--- config.mk ---
export PLATFORM = sky130hd
export DESIGN_NAME = mcse_bus_arbiter
export DESIGN_NICKNAME = d
export VERILOG_FILES = /design/src/rtl/mcse_bus_arbiter.sv
export SDC_FILE = /design/constraint.sdc
export NUM_CORES = 1
export LEC_CHECK = 0
export CORE_MARGIN = 2
export CORE_UTILIZATION = 42
export CTS_CLUSTER_SIZE = 24
export DETAILED_ROUTE_END_ITERATION = 12
export PLACE_DENSITY = 0.82
export SLEW_MARGIN = 20
export SYNTH_ARGS = -nofsm -noshare
export SYNTH_HDL_FRONTEND = slang
export SYNTH_SLANG_ARGS = --single-unit
--- constraint.sdc ---
create_clock -name clk -period 3.33 [get_ports clk]
set_clock_uncertainty 0.05 [all_clocks]
set_input_delay 0.666 -clock clk [delete_from_list [all_inputs] [get_ports clk]]
set_output_delay 0.666 -clock clk [all_outputs]
set_load 0.01 [all_outputs]
--- src/rtl/mcse_bus_arbiter.sv ---
// Two-requester (boot control, firmware loader) round-robin arbiter issuing
// single-word AHB transfers, with a per-transfer hready wait timeout.
module mcse_bus_arbiter #(
  parameter int pAHB_ADDR_WIDTH = 32,
  parameter int pAHB_DATA_WIDTH = 32,
  parameter int TIMEOUT_CYCLES  = 256
) (
  input  logic                       clk,
  input  logic                       rst_n,
  input  logic                       boot_go,
  input  logic [pAHB_ADDR_WIDTH-1:0] boot_addr,
  input  logic [pAHB_DATA_WIDTH-1:0] boot_wdata,
  input  logic                       boot_rw,
  output logic                       boot_done,
  output logic [pAHB_DATA_WIDTH-1:0] boot_rdata,
  output logic                       boot_err,
  input  logic                       fw_go,
  input  logic [pAHB_ADDR_WIDTH-1:0] fw_addr,
  input  logic [pAHB_DATA_WIDTH-1:0] fw_wdata,
  input  logic                       fw_rw,
  output logic                       fw_done,
  output logic [pAHB_DATA_WIDTH-1:0] fw_rdata,
  output logic                       fw_err,
  input  logic [pAHB_DATA_WIDTH-1:0] I_hrdata,
  input  logic                       I_hready,
  input  logic [1:0]                 I_hresp,
  output logic [pAHB_ADDR_WIDTH-1:0] O_haddr,
  output logic [2:0]                 O_hburst,
  output logic                       O_hmastlock,
  output logic [3:0]                 O_hprot,
  output logic                       O_hnonsec,
  output logic [2:0]                 O_hsize,
  output logic [1:0]                 O_htrans,
  output logic [pAHB_DATA_WIDTH-1:0] O_hwdata,
  output logic                       O_hwrite,
  output logic                       busy
);

  localparam int CW = $clog2(TIMEOUT_CYCLES) + 1;
  localparam logic [CW-1:0] CNT_MAX  = CW'(TIMEOUT_CYCLES);
  localparam logic [CW-1:0] CNT_LAST = CW'(TIMEOUT_CYCLES - 1);

  typedef enum logic [1:0] {
    ST_IDLE = 2'd0,
    ST_ADDR = 2'd1,
    ST_DATA = 2'd2,
    ST_DONE = 2'd3
  } state_t;

  state_t                       r_state;
  state_t                       w_next;
  logic                         r_grant_fw;
  logic                         r_last_fw;
  logic [pAHB_ADDR_WIDTH-1:0]   r_addr;
  logic [pAHB_DATA_WIDTH-1:0]   r_wdata;
  logic                         r_rw;
  logic [CW-1:0]                r_wait_cnt;
  logic                         r_boot_done, r_boot_err, r_fw_done, r_fw_err;
  logic [pAHB_DATA_WIDTH-1:0]   r_boot_rdata, r_fw_rdata;

  logic                         w_in_xfer;
  logic                         w_timeout;
  logic                         w_grant_fw;
  logic                         w_enter_done;
  logic                         w_cpl_err;
  logic [pAHB_DATA_WIDTH-1:0]   w_cpl_rdata;

  // r_last_fw resets to 1 so that a simultaneous first request goes to boot.
  assign w_grant_fw   = fw_go & (~boot_go | ~r_last_fw);
  assign w_in_xfer    = (r_state == ST_ADDR) || (r_state == ST_DATA);
  assign w_timeout    = w_in_xfer & ~I_hready & (r_wait_cnt == CNT_LAST);
  assign w_enter_done = (r_state != ST_DONE) && (w_next == ST_DONE);
  assign w_cpl_err    = w_timeout | (I_hresp != 2'b00);
  assign w_cpl_rdata  = (w_cpl_err | r_rw) ? {pAHB_DATA_WIDTH{1'b0}} : I_hrdata;

  // State register
  always_ff @(posedge clk or negedge rst_n) begin
    if (!rst_n) begin
      r_state <= ST_IDLE;
    end else begin
      r_state <= w_next;
    end
  end

  // Next-state logic
  always_comb begin
    w_next = r_state;
    case (r_state)
      ST_IDLE: w_next = (boot_go | fw_go) ? ST_ADDR : ST_IDLE;
      ST_ADDR: begin
        if (I_hready)       w_next = ST_DATA;
        else if (w_timeout) w_next = ST_DONE;
        else                w_next = ST_ADDR;
      end
      ST_DATA: w_next = (I_hready | w_timeout) ? ST_DONE : ST_DATA;
      ST_DONE: w_next = ST_IDLE;
      default: w_next = ST_IDLE;
    endcase
  end

  // Bus-side outputs decoded from the state register
  always_comb begin
    busy     = 1'b0;
    O_htrans = 2'b00;
    O_hwrite = 1'b0;
    case (r_state)
      ST_IDLE: busy = 1'b0;
      ST_ADDR: begin
        busy     = 1'b1;
        O_htrans = 2'b10;
        O_hwrite = r_rw;
      end
      ST_DATA: busy = 1'b1;
      ST_DONE: busy = 1'b1;
      default: busy = 1'b0;
    endcase
  end

  assign O_haddr     = r_addr;
  assign O_hwdata    = r_wdata;
  assign O_hburst    = 3'b000;
  assign O_hsize     = 3'b010;
  assign O_hprot     = 4'b0011;
  assign O_hmastlock = 1'b0;
  assign O_hnonsec   = 1'b0;

  // Request capture, round-robin history and hready wait counter
  always_ff @(posedge clk or negedge rst_n) begin
    if (!rst_n) begin
      r_grant_fw <= 1'b0;
      r_last_fw  <= 1'b1;
      r_addr     <= {pAHB_ADDR_WIDTH{1'b0}};
      r_wdata    <= {pAHB_DATA_WIDTH{1'b0}};
      r_rw       <= 1'b0;
      r_wait_cnt <= {CW{1'b0}};
    end else begin
      if ((r_state == ST_IDLE) && (boot_go | fw_go)) begin
        r_grant_fw <= w_grant_fw;
        r_addr     <= w_grant_fw ? fw_addr  : boot_addr;
        r_wdata    <= w_grant_fw ? fw_wdata : boot_wdata;
        r_rw       <= w_grant_fw ? fw_rw    : boot_rw;
      end
      if (r_state == ST_DONE) begin
        r_last_fw <= r_grant_fw;
      end
      if (w_next != r_state) begin
        r_wait_cnt <= {CW{1'b0}};
      end else if (w_in_xfer && !I_hready && (r_wait_cnt != CNT_MAX)) begin
        r_wait_cnt <= r_wait_cnt + CW'(1);
      end else begin
        r_wait_cnt <= r_wait_cnt;
      end
    end
  end

  // Completion outputs: done/err live only during DONE, rdata holds until next completion
  always_ff @(posedge clk or negedge rst_n) begin
    if (!rst_n) begin
      r_boot_done  <= 1'b0;
      r_boot_err   <= 1'b0;
      r_boot_rdata <= {pAHB_DATA_WIDTH{1'b0}};
      r_fw_done    <= 1'b0;
      r_fw_err     <= 1'b0;
      r_fw_rdata   <= {pAHB_DATA_WIDTH{1'b0}};
    end else begin
      r_boot_done <= w_enter_done & ~r_grant_fw;
      r_boot_err  <= w_enter_done & ~r_grant_fw & w_cpl_err;
      r_fw_done   <= w_enter_done & r_grant_fw;
      r_fw_err    <= w_enter_done & r_grant_fw & w_cpl_err;
      if (w_enter_done && !r_grant_fw) begin
        r_boot_rdata <= w_cpl_rdata;
      end
      if (w_enter_done && r_grant_fw) begin
        r_fw_rdata <= w_cpl_rdata;
      end
    end
  end

  assign boot_done  = r_boot_done;
  assign boot_err   = r_boot_err;
  assign boot_rdata = r_boot_rdata;
  assign fw_done    = r_fw_done;
  assign fw_err     = r_fw_err;
  assign fw_rdata   = r_fw_rdata;

endmodule

-- After elaboration in Yosys (flattened, before gate mapping)
Index checks and enable logic that the tools add are counted.
- multipliers: 0
- multiplexer cells: 14
- add/subtract/negate cells: 1
- divide/modulo/power cells: 0
- shift operators: 0
- bitwise operators: 16
- $lt $le $gt $ge: 0
- reduce and logical (&&, ||, !) cells: 13
- equality and inequality tests: 8
- operators with widths (operator ; number):
    $mux 32 ; 3
    $mux 9 ; 2
    $add 9x1->9 const B ; 1
    $eq 9x8->1 const B ; 1
    $ne 9x9->1 const B ; 1
    $pmux 2 s4 ; 1
    $and 1x1->1 ; 7
    $eq 2x2->1 const B ; 3
    $logic_and 1x1->1 ; 6
    $mux 2 ; 3
    $or 1x1->1 ; 5
    $mux 1 ; 4
    $not 1->1 ; 4
    $reduce_bool 2->1 ; 2
    $reduce_or 3->1 ; 1
    $eq 2x1->1 const B ; 1
    $logic_not 1->1 ; 2
    $logic_not 2->1 ; 1
    $ne 2x2->1 ; 1
    $ne 2x2->1 const B ; 1
    $pmux 1 s2 ; 1
    $logic_or 1x1->1 ; 1
- flip-flop bits (word level): 146
- memories kept: 0
- word-level logic and storage cells: 65
- bits in writable memories: 0
- output and inout bits: 148
- bits in read-only memories: 0
- latch bits: 0
- input bits: 169

-- Logic depth before layout (Yosys ltp)
- depth in word-level cells: 11
- mapped depth: 9

-- Least setup slack after synthesis
Ideal clock, no wire load.
- path type: reg2reg
- from: register r_wait_cnt[0]
- to: register r_fw_rdata[10], in the netlist fw_rdata[10]
- path slack: 0.894 ns
- library setup time: 0.125 ns
- required time: 3.155 ns
- arrival time: 2.261 ns
- cell stages (with the launch flop): 10
- path buffers: 1
- cell sequence: dfrtp_1 -> ha_1 -> and3_1 -> and3_1 -> ha_1 -> a21oi_2 -> o22ai_2 -> nand4b_4 -> buf_6 -> mux2_4
- longest elaborated chain between the ends: 8
- elaborated cells between the ends (all ways): 13
- RTL lines (what ; RTL line ; text):
    start, declared ; 57 ; logic [CW-1:0] r_wait_cnt;
    start signal, assigned ; 135 ; r_wait_cnt <= {CW{1'b0}};
    start signal, assigned ; 147 ; r_wait_cnt <= {CW{1'b0}};
    start signal, assigned ; 149 ; r_wait_cnt <= r_wait_cnt + CW'(1);
    $eq 9x8->1 ; 71 ; assign w_timeout = w_in_xfer & ~I_hready & (r_wait_cnt == CNT_LAST);
    $and 1x1->1 ; 71 ;
    $mux 2 ; 92 ; else if (w_timeout) w_next = ST_DONE;
    $mux 2 ; 91 ; if (I_hready) w_next = ST_DATA;
    $pmux 2 s4 ; 88 ; case (r_state)
    named net w_next[1] ; 51 ; state_t w_next;
    $eq 2x2->1 ; 72 ; assign w_enter_done = (r_state != ST_DONE) && (w_next == ST_DONE);
    $logic_and 1x1->1 ; 72 ;
    $logic_and 1x1->1 ; 173 ; if (w_enter_done && r_grant_fw) begin
    end signal, assigned ; 164 ; r_fw_rdata <= {pAHB_DATA_WIDTH{1'b0}};
    end signal, assigned ; 174 ; r_fw_rdata <= w_cpl_rdata;
    end, declared ; 59 ; logic [pAHB_DATA_WIDTH-1:0] r_boot_rdata, r_fw_rdata;
The timed path passes the listed nets, and every way through them passes these cells.
A chain may end at the register's enable or synchronous reset.

-- Worst setup path in the final report
- from: register r_wait_cnt[0]
- to: register r_boot_rdata[9], in the netlist boot_rdata[9]
- longest elaborated chain between the ends: 8
- elaborated cells between the ends (all ways): 13
- RTL lines (what ; RTL line ; text):
    $eq 9x8->1 ; 71 ;
    $and 1x1->1 ; 71 ;
    $mux 2 ; 92 ;
    $mux 2 ; 91 ;
    $pmux 2 s4 ; 88 ;
    named net w_next[1] ; 51 ;
    $eq 2x2->1 ; 72 ;
    $logic_and 1x1->1 ; 72 ;
    $logic_and 1x1->1 ; 170 ; if (w_enter_done && !r_grant_fw) begin
    end signal, assigned ; 161 ; r_boot_rdata <= {pAHB_DATA_WIDTH{1'b0}};
    end signal, assigned ; 171 ; r_boot_rdata <= w_cpl_rdata;
    end, declared ; 59 ;
The timed path passes the listed nets, and every way through them passes these cells.

==> run metrics <==
Final Cell Area approximately 0.011 mm²; # H-tree levels 4; first drt pass iteration count 4; Die Footprint about 0.017 mm²; count of filler cells inserted in the layout between 1000 and 1500; net count of the finished layout 1030; clock latency reported for the late side of the worst-skew pair 0.42 ns; Cell Area, Synth between 0.006 and 0.007 mm²; share of synthesized flip-flops with an asynchronous set or reset 1.00; postcts setup bufs 0; ranking of synthesized cells by area sky130_fd_sc_hd__dfrtp_1 54%, sky130_fd_sc_hd__mux2i_1 9.8%, sky130_fd_sc_hd__mux2_4 6.2%; synthesized flop and latch total roughly 150; Data arrival, critical path 3.08 ns; cell taking the most area after synthesis sky130_fd_sc_hd__dfrtp_1; CTS tree yes; share of final-layout standard cells stronger than drive strength 1 0.113; Routability Congestion a little under 0.8; IO buf count ~300; Boundary Pins 317; Max Cap Violations 0; Die Height roughly 130 µm; detailed router's first-iteration violation count 180; EDFF count, synth 0; area of combinational cells with multiple inputs 0.00285 mm²; std cell rows 46; maximum clock path buffer count 2; cell count after synthesis between 500 and 600; cell with the most instances after synthesis sky130_fd_sc_hd__dfrtp_1; effective utilization at floorplan 0.428; Sequential Power Share 0.346; post-detailed-route count of antenna-violating nets 0; Static Leak 4.85 nW; area added between synthesis and finish 56.2%; Synth Warn # 0; Post-route DRC 0; Worst setup SP type register; sequence of cells on the critical path ha_1, and3_1, and3_1, ha_1, a21oi_2, o22ai_2, nand3_4, buf_4, mux2_2; net load switching power approximately 2.8 mW; CTS Hold Buffers Added 0; setup repair after global routing missed its margin false; largest net degree at the start of global routing between 100 and 150; Die Span X between 100 and 150 µm; remaining global-route overflow 0; top flip-flop cell by instance count after synthesis sky130_fd_sc_hd__dfrtp_1; top post-synthesis cells by count 145 x sky130_fd_sc_hd__dfrtp_1, 67 x sky130_fd_sc_hd__nand2_1, 66 x sky130_fd_sc_hd__mux2i_1, 66 x sky130_fd_sc_hd__o21ai_0, 33 x sky130_fd_sc_hd__and2_1; final worst-path cycle share 0.851; largest stage delay on the critical path 0.44 ns; number of different library cells in the post-synthesis netlist 42; CTS Root Cell sky130_fd_sc_hd__clkbuf_16; areal power density over the cells ~800 mW/mm²; Clock Pin Slew Worst Setup and Hold Paths 0.06 ns; class of the tightest hold or removal check input pin to asynchronous set/reset pin; detailed-route wire length per cell between 15 and 20 µm; highest clock rate roughly 350 MHz; total wire length between 15000 and 20000 µm; post-cts sizing count 0; top-area cell type share of the netlist area 0.538; status finished, final reports clean; sequential cell area 0.00365 mm²; via count about 5200; number of buffers created by CTS 17; number of clock sinks about 150; vias per std cell approximately 4.8; final critical delay including setup and external delays between 2 and 3 ns; max-slew headroom at the worst pin 0.471; post-synthesis area per instance 12.1 µm²; Worst Path Required approximately 3.6 ns; final max-slew violation count 0; largest fanout on the critical path 34; total of endpoints with negative setup slack in the final report 0; antenna violations before repair 1; Peak VDD IR 0.438 mV; transition at the pin with the smallest max-transition slack just under 0.8 ns; clock network fraction of design power 0.226; detailed placer's ending HPWL approximately 13000 µm; share of total power consumed by net switching 0.332; classification of the worst setup path register to register; part of the total power dissipated in combinational logic 0.428; placement-stage cell area 0.00995 mm²; Slowest cell on crit path sky130_fd_sc_hd__dfrtp_1; final hold violation count 0; placeable core region approximately 0.016 mm²; P_int around 5.6 mW; vias in the first global route around 5300; global router's overall resource usage 0.217; first-pass GRT wire length between 20000 and 30000 µm; sum of negative setup slack 0 ns; kind of end point of the critical path register; sequential cell area fraction in the yosys report 0.542
==> sequential cells by signal, summed over array words and instances (netlist names) <==
signal      flops
fw_err          1
fw_rdata       32
r_wait_cnt      9
r_last_fw       1
r_state         2
fw_done         1
O_haddr        32
r_grant_fw      1
r_rw            1
boot_done       1
boot_rdata     32
O_hwdata       32
boot_err        1
==> placed cells by master, fill, tap and decap left out, drive strengths merged, types with 2 or more instances in the layout <==
cell type      instances
clkinvlp               3
nor2                   4
clkbuf                21
ha                     8
clkdlybuf4s50        302
mux2                  65
mux2i                 66
conb                  13
nand2                 67
dfrtp                145
nor3                   2
buf                    9
clkinv                 4
and3                   4
xor2                   5
and2                  33
nor4                   2
inv                   13
o21ai                 67
a21boi                 2
nand4                  4
nand4b                 2
a21oi                  9
bufinv                 2
==> cells by family (layout without fill, tap and decap cells) <==
family                     count (synthesis)  after routing  synth area share
AOI/OAI and AO/OA                         83             83            0.0696
other                                      2             14           0.00111
xor gates and xnor gates                   6              6           0.00779
and+or+nand+nor                          125            125            0.0970
muxes                                    131            131             0.222
adders and majority gates                  8              8            0.0148
buffers and inverters                     55            354            0.0460
DFF                                      146            146             0.542
==> critical path: cells and delay by family, from the launching register on <==
family / cells / cell delay, ns
AOI/OAI and AO/OA: 2 / 0.49
adders and majority gates: 2 / 0.48
and+or+nand+nor: 3 / 0.46
DFF: 1 / 0.44
buffers and inverters: 1 / 0.39
muxes: 1 / 0.39
==> layout make-up <==
cell class | count | area share
well taps | 216 | 0.0256
multi-input cells | 366 | 0.270
clock inverters | 11 | 0.0121
diodes | 1 | 0.000237
flip-flops and latches | 146 | 0.347
repair buffers | 311 | 0.297
inverters | 11 | 0.00392
clock buffers | 21 | 0.0437
==> power by group through the flow <==
| stage | Sequential (mW) | Combinational, mW | Clock, mW |
|---|---|---|---|
| floorplan | 3.18 | 1.39 | 0 |
| global placement | 2.90 | 3.55 | 0 |
| detailed placement | 2.91 | 3.63 | 0 |
| CTS | 2.91 | 3.64 | 1.93 |
| global route | 2.99 | 3.90 | 2.02 |
| finish | 2.91 | 3.59 | 1.90 |
==> metal layers <==
| metal | vias to the layer above | wire [µm] | GRT usage |
|---|---|---|---|
| met2 | 233 | 9000 | 0.358 |
| met1 | 2463 | 7310 | 0.258 |
| met4 | 0 | 341 | 0.0788 |
| met5 | - | 0 | 0 |
| li1 | 2481 | - | - |
| met3 | 29 | 1900 | 0.0884 |
==> path summary, 6_finish.rpt <==
kind / start / to / slack [ns] / depth (start not counted)
worst max-delay path: r_wait_cnt[0]$_DFFE_PN0P_ / boot_rdata[9]$_DFFE_PN0P_ / 0.50 / 9
max in group asynchronous: rst_n / fw_rdata[11]$_DFFE_PN0P_ / 2.19 / 2
worst min-delay path: rst_n / fw_done$_DFF_PN0_ / 0.22 / 1
worst max register to register: r_wait_cnt[0]$_DFFE_PN0P_ / boot_rdata[9]$_DFFE_PN0P_ / 0.50 / 9
worst min register to register: O_hwdata[3]$_DFFE_PN0P_ / O_hwdata[3]$_DFFE_PN0P_ / 0.42 / 2
min in group clk: O_hwdata[3]$_DFFE_PN0P_ / O_hwdata[3]$_DFFE_PN0P_ / 0.42 / 2
==> stage by stage <==
step	power [mW]	instances	hold WS, ns	setup WS [ns]	utilization
detailed placement	6.54	1050	0.419	0.502	0.631
finish	8.40	1083	0.216	0.498	0.668
global placement	6.46	1050	0.411	0.598	0.631
CTS	8.48	1082	0.266	0.482	0.668
global route	8.91	1083	0.258	0.366	0.668
floorplan	4.57	567	0.320	0.894	-
Note: power is estimated with default switching activity, not from simulation.
